`src/rtl/synth_pkg.sv`:
```
// Shared synthesis constants and types for the phase-accumulator voice bank.
// Holds the default accumulator width, the A4 reference increment and the sweep FSM states.
package synth_pkg;

  localparam int DEFAULT_PHASE_W = 32;

  // 440 Hz increment for the reference sample-rate table
  localparam logic [31:0] A4_INC = 32'h0B43_9581;

  typedef enum logic {
    ST_IDLE,
    ST_SWEEP
  } sweep_state_t;

endpackage

```
`src/rtl/phase_voice_regs.sv`:
```
// Per-voice phase/increment/gate storage with one configuration write port
// and one read/modify port used by the sweep.
module phase_voice_regs #(
  parameter int VOICES  = 8,
  parameter int PHASE_W = 32,
  parameter int VOICE_W = $clog2(VOICES)
) (
  input  logic               clk,
  input  logic               reset,
  input  logic               wr_en,
  input  logic [VOICE_W-1:0] wr_voice,
  input  logic [PHASE_W-1:0] wr_inc,
  input  logic               wr_gate,
  input  logic               upd_en,
  input  logic [VOICE_W-1:0] upd_voice,
  input  logic [PHASE_W-1:0] upd_phase,
  output logic [PHASE_W-1:0] rd_phase,
  output logic [PHASE_W-1:0] rd_inc,
  output logic               rd_gate
);

  logic [PHASE_W-1:0] phase_arr [VOICES];
  logic [PHASE_W-1:0] inc_arr   [VOICES];
  logic               gate_arr  [VOICES];

  generate
    for (genvar gi = 0; gi < VOICES; gi++) begin : g_voice
      logic [PHASE_W-1:0] phase_reg;
      logic [PHASE_W-1:0] inc_reg;
      logic               gate_reg;

      // The write port is evaluated last so a note-on clear beats the accumulation.
      always_ff @(posedge clk) begin
        if (reset) begin
          phase_reg <= '0;
          inc_reg   <= '0;
          gate_reg  <= 1'b0;
        end else begin
          if (upd_en && upd_voice == VOICE_W'(gi))
            phase_reg <= upd_phase;
          if (wr_en && wr_voice == VOICE_W'(gi)) begin
            inc_reg  <= wr_inc;
            gate_reg <= wr_gate;
            if (wr_gate && !gate_reg)
              phase_reg <= '0;
          end
        end
      end

      assign phase_arr[gi] = phase_reg;
      assign inc_arr[gi]   = inc_reg;
      assign gate_arr[gi]  = gate_reg;
    end
  endgenerate

  // Read sees pre-write values, so a same-cycle write cannot affect this accumulation.
  assign rd_phase = phase_arr[upd_voice];
  assign rd_inc   = inc_arr[upd_voice];
  assign rd_gate  = gate_arr[upd_voice];

endmodule

```
`src/rtl/phase_bank.sv`:
```
// Multi-voice phase accumulator bank: each sample strobe sweeps all voices,
// one per cycle, and streams the post-increment phases out on a registered port.
module phase_bank
  import synth_pkg::*;
#(
  parameter int VOICES  = 8,
  parameter int PHASE_W = DEFAULT_PHASE_W,
  parameter int VOICE_W = $clog2(VOICES)
) (
  input  logic               clk,
  input  logic               reset,
  input  logic               i_sample_en,
  input  logic               i_wr_en,
  input  logic [VOICE_W-1:0] i_wr_voice,
  input  logic [PHASE_W-1:0] i_wr_inc,
  input  logic               i_wr_gate,
  output logic               o_valid,
  output logic [VOICE_W-1:0] o_voice,
  output logic [PHASE_W-1:0] o_phase,
  output logic               o_active,
  output logic               o_busy,
  output logic               o_overrun
);

  localparam logic [VOICE_W-1:0] LAST_VOICE = VOICE_W'(VOICES - 1);

  sweep_state_t       state_reg, state_next;
  logic [VOICE_W-1:0] voice_reg, voice_next;
  logic               busy;

  logic [PHASE_W-1:0] rd_phase, rd_inc, acc_phase;
  logic               rd_gate;

  logic               valid_reg, active_reg, overrun_reg;
  logic [VOICE_W-1:0] out_voice_reg;
  logic [PHASE_W-1:0] out_phase_reg;

  assign busy = (state_reg == ST_SWEEP);

  always_ff @(posedge clk) begin
    if (reset) begin
      state_reg <= ST_IDLE;
      voice_reg <= '0;
    end else begin
      state_reg <= state_next;
      voice_reg <= voice_next;
    end
  end

  always_comb begin
    state_next = state_reg;
    voice_next = voice_reg;
    case (state_reg)
      ST_IDLE: begin
        if (i_sample_en) begin
          state_next = ST_SWEEP;
          voice_next = '0;
        end
      end
      ST_SWEEP: begin
        if (voice_reg == LAST_VOICE) begin
          state_next = ST_IDLE;
          voice_next = '0;
        end else begin
          voice_next = voice_reg + 1'b1;
        end
      end
      default: state_next = ST_IDLE;
    endcase
  end

  // Ungated voices are pinned to zero so a later note-on starts from a clean phase.
  assign acc_phase = rd_gate ? (rd_phase + rd_inc) : '0;

  phase_voice_regs #(
    .VOICES (VOICES),
    .PHASE_W(PHASE_W),
    .VOICE_W(VOICE_W)
  ) u_regs (
    .clk      (clk),
    .reset    (reset),
    .wr_en    (i_wr_en),
    .wr_voice (i_wr_voice),
    .wr_inc   (i_wr_inc),
    .wr_gate  (i_wr_gate),
    .upd_en   (busy),
    .upd_voice(voice_reg),
    .upd_phase(acc_phase),
    .rd_phase (rd_phase),
    .rd_inc   (rd_inc),
    .rd_gate  (rd_gate)
  );

  always_ff @(posedge clk) begin
    if (reset) begin
      valid_reg     <= 1'b0;
      out_voice_reg <= '0;
      out_phase_reg <= '0;
      active_reg    <= 1'b0;
      overrun_reg   <= 1'b0;
    end else begin
      valid_reg <= busy;
      if (busy) begin
        out_voice_reg <= voice_reg;
        out_phase_reg <= acc_phase;
        active_reg    <= rd_gate;
      end
      if (busy && i_sample_en)
        overrun_reg <= 1'b1;
    end
  end

  assign o_valid   = valid_reg;
  assign o_voice   = out_voice_reg;
  assign o_phase   = out_phase_reg;
  assign o_active  = active_reg;
  assign o_busy    = busy;
  assign o_overrun = overrun_reg;

endmodule

```
`config.mk`:
```
export PLATFORM = sky130hd
export DESIGN_NAME = phase_bank
export DESIGN_NICKNAME = d
export VERILOG_FILES = /design/src/rtl/synth_pkg.sv /design/src/rtl/phase_voice_regs.sv /design/src/rtl/phase_bank.sv
export SDC_FILE = /design/constraint.sdc
export NUM_CORES = 1
export LEC_CHECK = 0
export BUFFER_PORTS_ARGS = -buffer_cell sky130_fd_sc_hd__buf_4
export CORE_ASPECT_RATIO = 0.9
export CORE_UTILIZATION = 40
export DETAILED_ROUTE_END_ITERATION = 6
export GPL_TIMING_DRIVEN = 0
export PLACE_DENSITY_LB_ADDON = 0.12
export SLEW_MARGIN = 10
export SYNTH_ARGS = -nofsm -noshare
export SYNTH_HDL_FRONTEND = slang
export SYNTH_SLANG_ARGS = --single-unit
export TNS_END_PERCENT = 30
```
`constraint.sdc`:
```
create_clock -name clk -period 12.17 [get_ports clk]
set_input_delay 2.434 -clock clk [delete_from_list [all_inputs] [get_ports clk]]
set_output_delay 2.434 -clock clk [all_outputs]
set_load 0.05 [all_outputs]
```
==> flow_summary_export.csv <==
group,metric,value,unit
clock_network,postCtsResizedCells,0,
outcome,violations,"design-rule violations",
grt,overflow,0,
critical_path,critPathRequiredTime,12.62,ns
logic_synthesis,syn_area,25900,µm²
grt,grt.total_usage,30.0,%
critical_path,crit_top_cell,"clkbuf_1",
critical_path,crit_chain,"clkbuf_1 > clkbuf_1 > clkbuf_1 > clkbuf_1 > mux4_2 > nand2_1 > nand2_1 > ha_1 > inv_1 > fa_1 > nor2b_4 > o31a_1 > o2111a_2 > o21ai_1 > nand2b_1 > a31oi_1 > xor2_1 > o32ai_1",
critical_path,cpMaxStageDelayCell,"clkbuf_1",
layout,nNetsFinal,3279,
drt,drc_errors,2,
placement,place_ws,4.90,ns
critical_path,crit_path_end_kind,"register",
drt,wl,100,mm
drt,ant_nets,0,
logic_synthesis,synth_edf_count,0,
clock_network,cts_hold_buf,0,
floorplanning,die_h,243,µm
logic_synthesis,synth_nets,3172,
power,power_density,141,nW/µm²
logic_synthesis,syn_inst,3094,
grt,grt_max_degree,17,
logic_synthesis,ys_top_cells_by_area,"dfxtp_1 (44%), nand2_1 (14%), mux4_2 (11%)",
sta,hold_viol,0,
floorplanning,io_pins,79,
layout,drive_gt1_share,11.1,%
logic_synthesis,ys_types,69,
clock_network,numCtsBuffers,60,
logic_synthesis,yosysTopAreaCellShare,43.5,%
critical_path,cp_max_fo,10,
grt,grt_pass1_wl,147,mm
drt,vias,23800,
critical_path,crit_buf_inv,5,
sta,finalCritPeriodShare,61.3,%
clock_network,clock_latency,0.66,ns
placement,dpl-instance-area,27300,µm²
logic_synthesis,yosysWarnings,0,
clock_network,post-cts-setup-buffers,0,
outcome,outcome,"complete, but fails checks",
clock_network,cts.clk_slew.worst_paths,0.07,ns
sta,max_slew_margin,11.3,%
layout,final_area,29400,µm²
sta,maxSlewViolCount,0,
floorplanning,start_util,40.4,%
power,p_leak,10.3,nW
logic_synthesis,ys_ff_latch,562,
worst_hold_path,hold_path.class,"reg -> reg",
logic_synthesis,avgSynthCellArea,8.36,µm²
layout,syn_to_final_growth,13.7,%
critical_path,critPathTopFamily,"buffers and inverters",
logic_synthesis,synthFlopType,"dfxtp_1",
floorplanning,die_w,270,µm
sta,skew,0.0385,ns
grt,antenna_found_initial,5,
clock_network,h-tree-depth,2,
drt,drt_iter0_drc,2384,
floorplanning,rows,88,
sta,worst_slack,4.71,ns
logic_synthesis,async_flop_share,0,%
critical_path,critPathLaunchType,"register",
critical_path,arrival,7.90,ns
drt,routed_via_density,5.79,
critical_path,cpPeakStageDelay,1.03,ns
flow_run,drv_cap,0,
sta,fin_tns_setup,0,ns
power,ir_worst_vdd,0.104,mV
placement,portBuffers,44,
clock_network,root_buffer,"clkbuf_16",
sta,grt_setup_unrepaired,"no",
grt,grt_pass1_vias,22700,
clock_network,clock_sinks,562,
sta,min_period,7.46,ns
drt,wl_per_cell,24.4,µm
logic_synthesis,yosysTopAreaCell,"dfxtp_1",
clock_network,clockBufferDepth,3,
sta,setup_viol,0,
logic_synthesis,ys_seq_area_share,43.5,%
clock_network,cts_tree,"done",
drt,dr.pass1.iters,7,
sta,fmax,134,MHz
sta,tightestPinTransition,1.33,ns
floorplanning,core,64000,µm²
placement,place_hpwl,73.3,mm
critical_path,path_class,"reg -> reg",
floorplanning,dieArea,65700,µm²
placement,gp_congestion,0.978,
## worst min-delay path: stages, from the launching register on
cell,delay [ns]
dfxtp_1,0.31
nand2_1,0.05
a21oi_1,0.05
## metal layers
metal | wire length, µm | track usage (%)
met1 | 43600 | 41.5
met2 | 44800 | 47.1
met3 | 8280 | 4.89
met4 | 3590 | 10.7
met5 | 34 | 0
## kinds of logic (layout without fill, tap and decap cells)
family | count (synthesis) | count (layout) | share of synthesized area (%)
compound gates | 665 | 665 | 15.1
fa+ha+maj | 38 | 38 | 1.87
buf+inv | 304 | 456 | 4.99
simple gates | 1349 | 1349 | 21.5
other cells | 0 | 2 | 0
mux | 155 | 155 | 12.3
xor+xnor | 21 | 21 | 0.740
flops | 562 | 562 | 43.5
## cells in the mapped netlist (all sizes together) (11+ instances only)
master  instances
nand2         979
dfxtp         562
a21oi         419
clkbuf        191
nor2          148
mux4          130
nand3          87
buf            86
o21ai          74
ha             37
inv            27
nand4          26
mux2i          25
a21o           22
a31o           22
a22o           19
a22oi          16
a31oi          16
a32oi          16
nor3           16
or3            16
or4            16
nor4           13
nand2b         11
o22ai          11
xnor2          11
## report_power, final
group / total, mW / switching, mW / internal, mW
clock network: 1.99 / 0.793 / 1.20
logic: 0.274 / 0.203 / 0.0709
registers: 1.87 / 0.0108 / 1.86
total: 4.13 / 1.01 / 3.13
## final timing paths
check,cells past startpoint,startpoint,slack (ns),end
min reg2reg,2,u_regs.g_voice[2].inc_reg[27]$_SDFFE_PP0P_,0.45,u_regs.g_voice[2].inc_reg[27]$_SDFFE_PP0P_
max,18,voice_reg[1]$_SDFFE_PP0P_,4.71,o_phase[18]$_SDFFE_PP0P_
max reg2reg,18,voice_reg[1]$_SDFFE_PP0P_,4.71,o_phase[18]$_SDFFE_PP0P_
min,2,u_regs.g_voice[2].inc_reg[27]$_SDFFE_PP0P_,0.45,u_regs.g_voice[2].inc_reg[27]$_SDFFE_PP0P_
## stage by stage
step	std cells	hold WS [ns]	util, %	total power, mW
floorplan	3094	0.420	-	2.07
CTS	4101	0.452	46.0	4.15
global placement	3993	0.428	42.6	2.18
detailed placement	3994	0.443	42.6	2.18
finish	4103	0.451	46.0	4.13
global route	4101	0.467	46.0	4.25
## layout by cell type (no fill, tap or decap), types with 22 or more instances in the layout
master / Yosys / routed
a21o_1: 22 / 22
a21oi_1: 419 / 419
buf_1: 33 / 31
buf_4: 33 / 77
clkbuf_1: 191 / 203
clkbuf_16: 0 / 60
dfxtp_1: 562 / 562
ha_1: 37 / 37
inv_1: 27 / 27
mux2i_1: 25 / 25
mux4_2: 130 / 130
nand2_1: 979 / 979
nand3_1: 87 / 87
nand4_1: 26 / 26
nor2_1: 148 / 148
o21ai_0: 69 / 69
## area by class of cell
cell class / instances / area [µm²]
Multi-Input combinational cell: 2228 / 13300
Timing Repair Buffer: 45 / 342
Inverter: 27 / 101
Fill cell: 6337 / 34600
Sequential cell: 562 / 11300
Clock buffer: 82 / 1680
Tap cell: 855 / 1070
Buffer: 277 / 1190
Clock inverter: 25 / 437
Antenna cell: 2 / 5.00
Note: power is estimated with default switching activity, not from simulation.
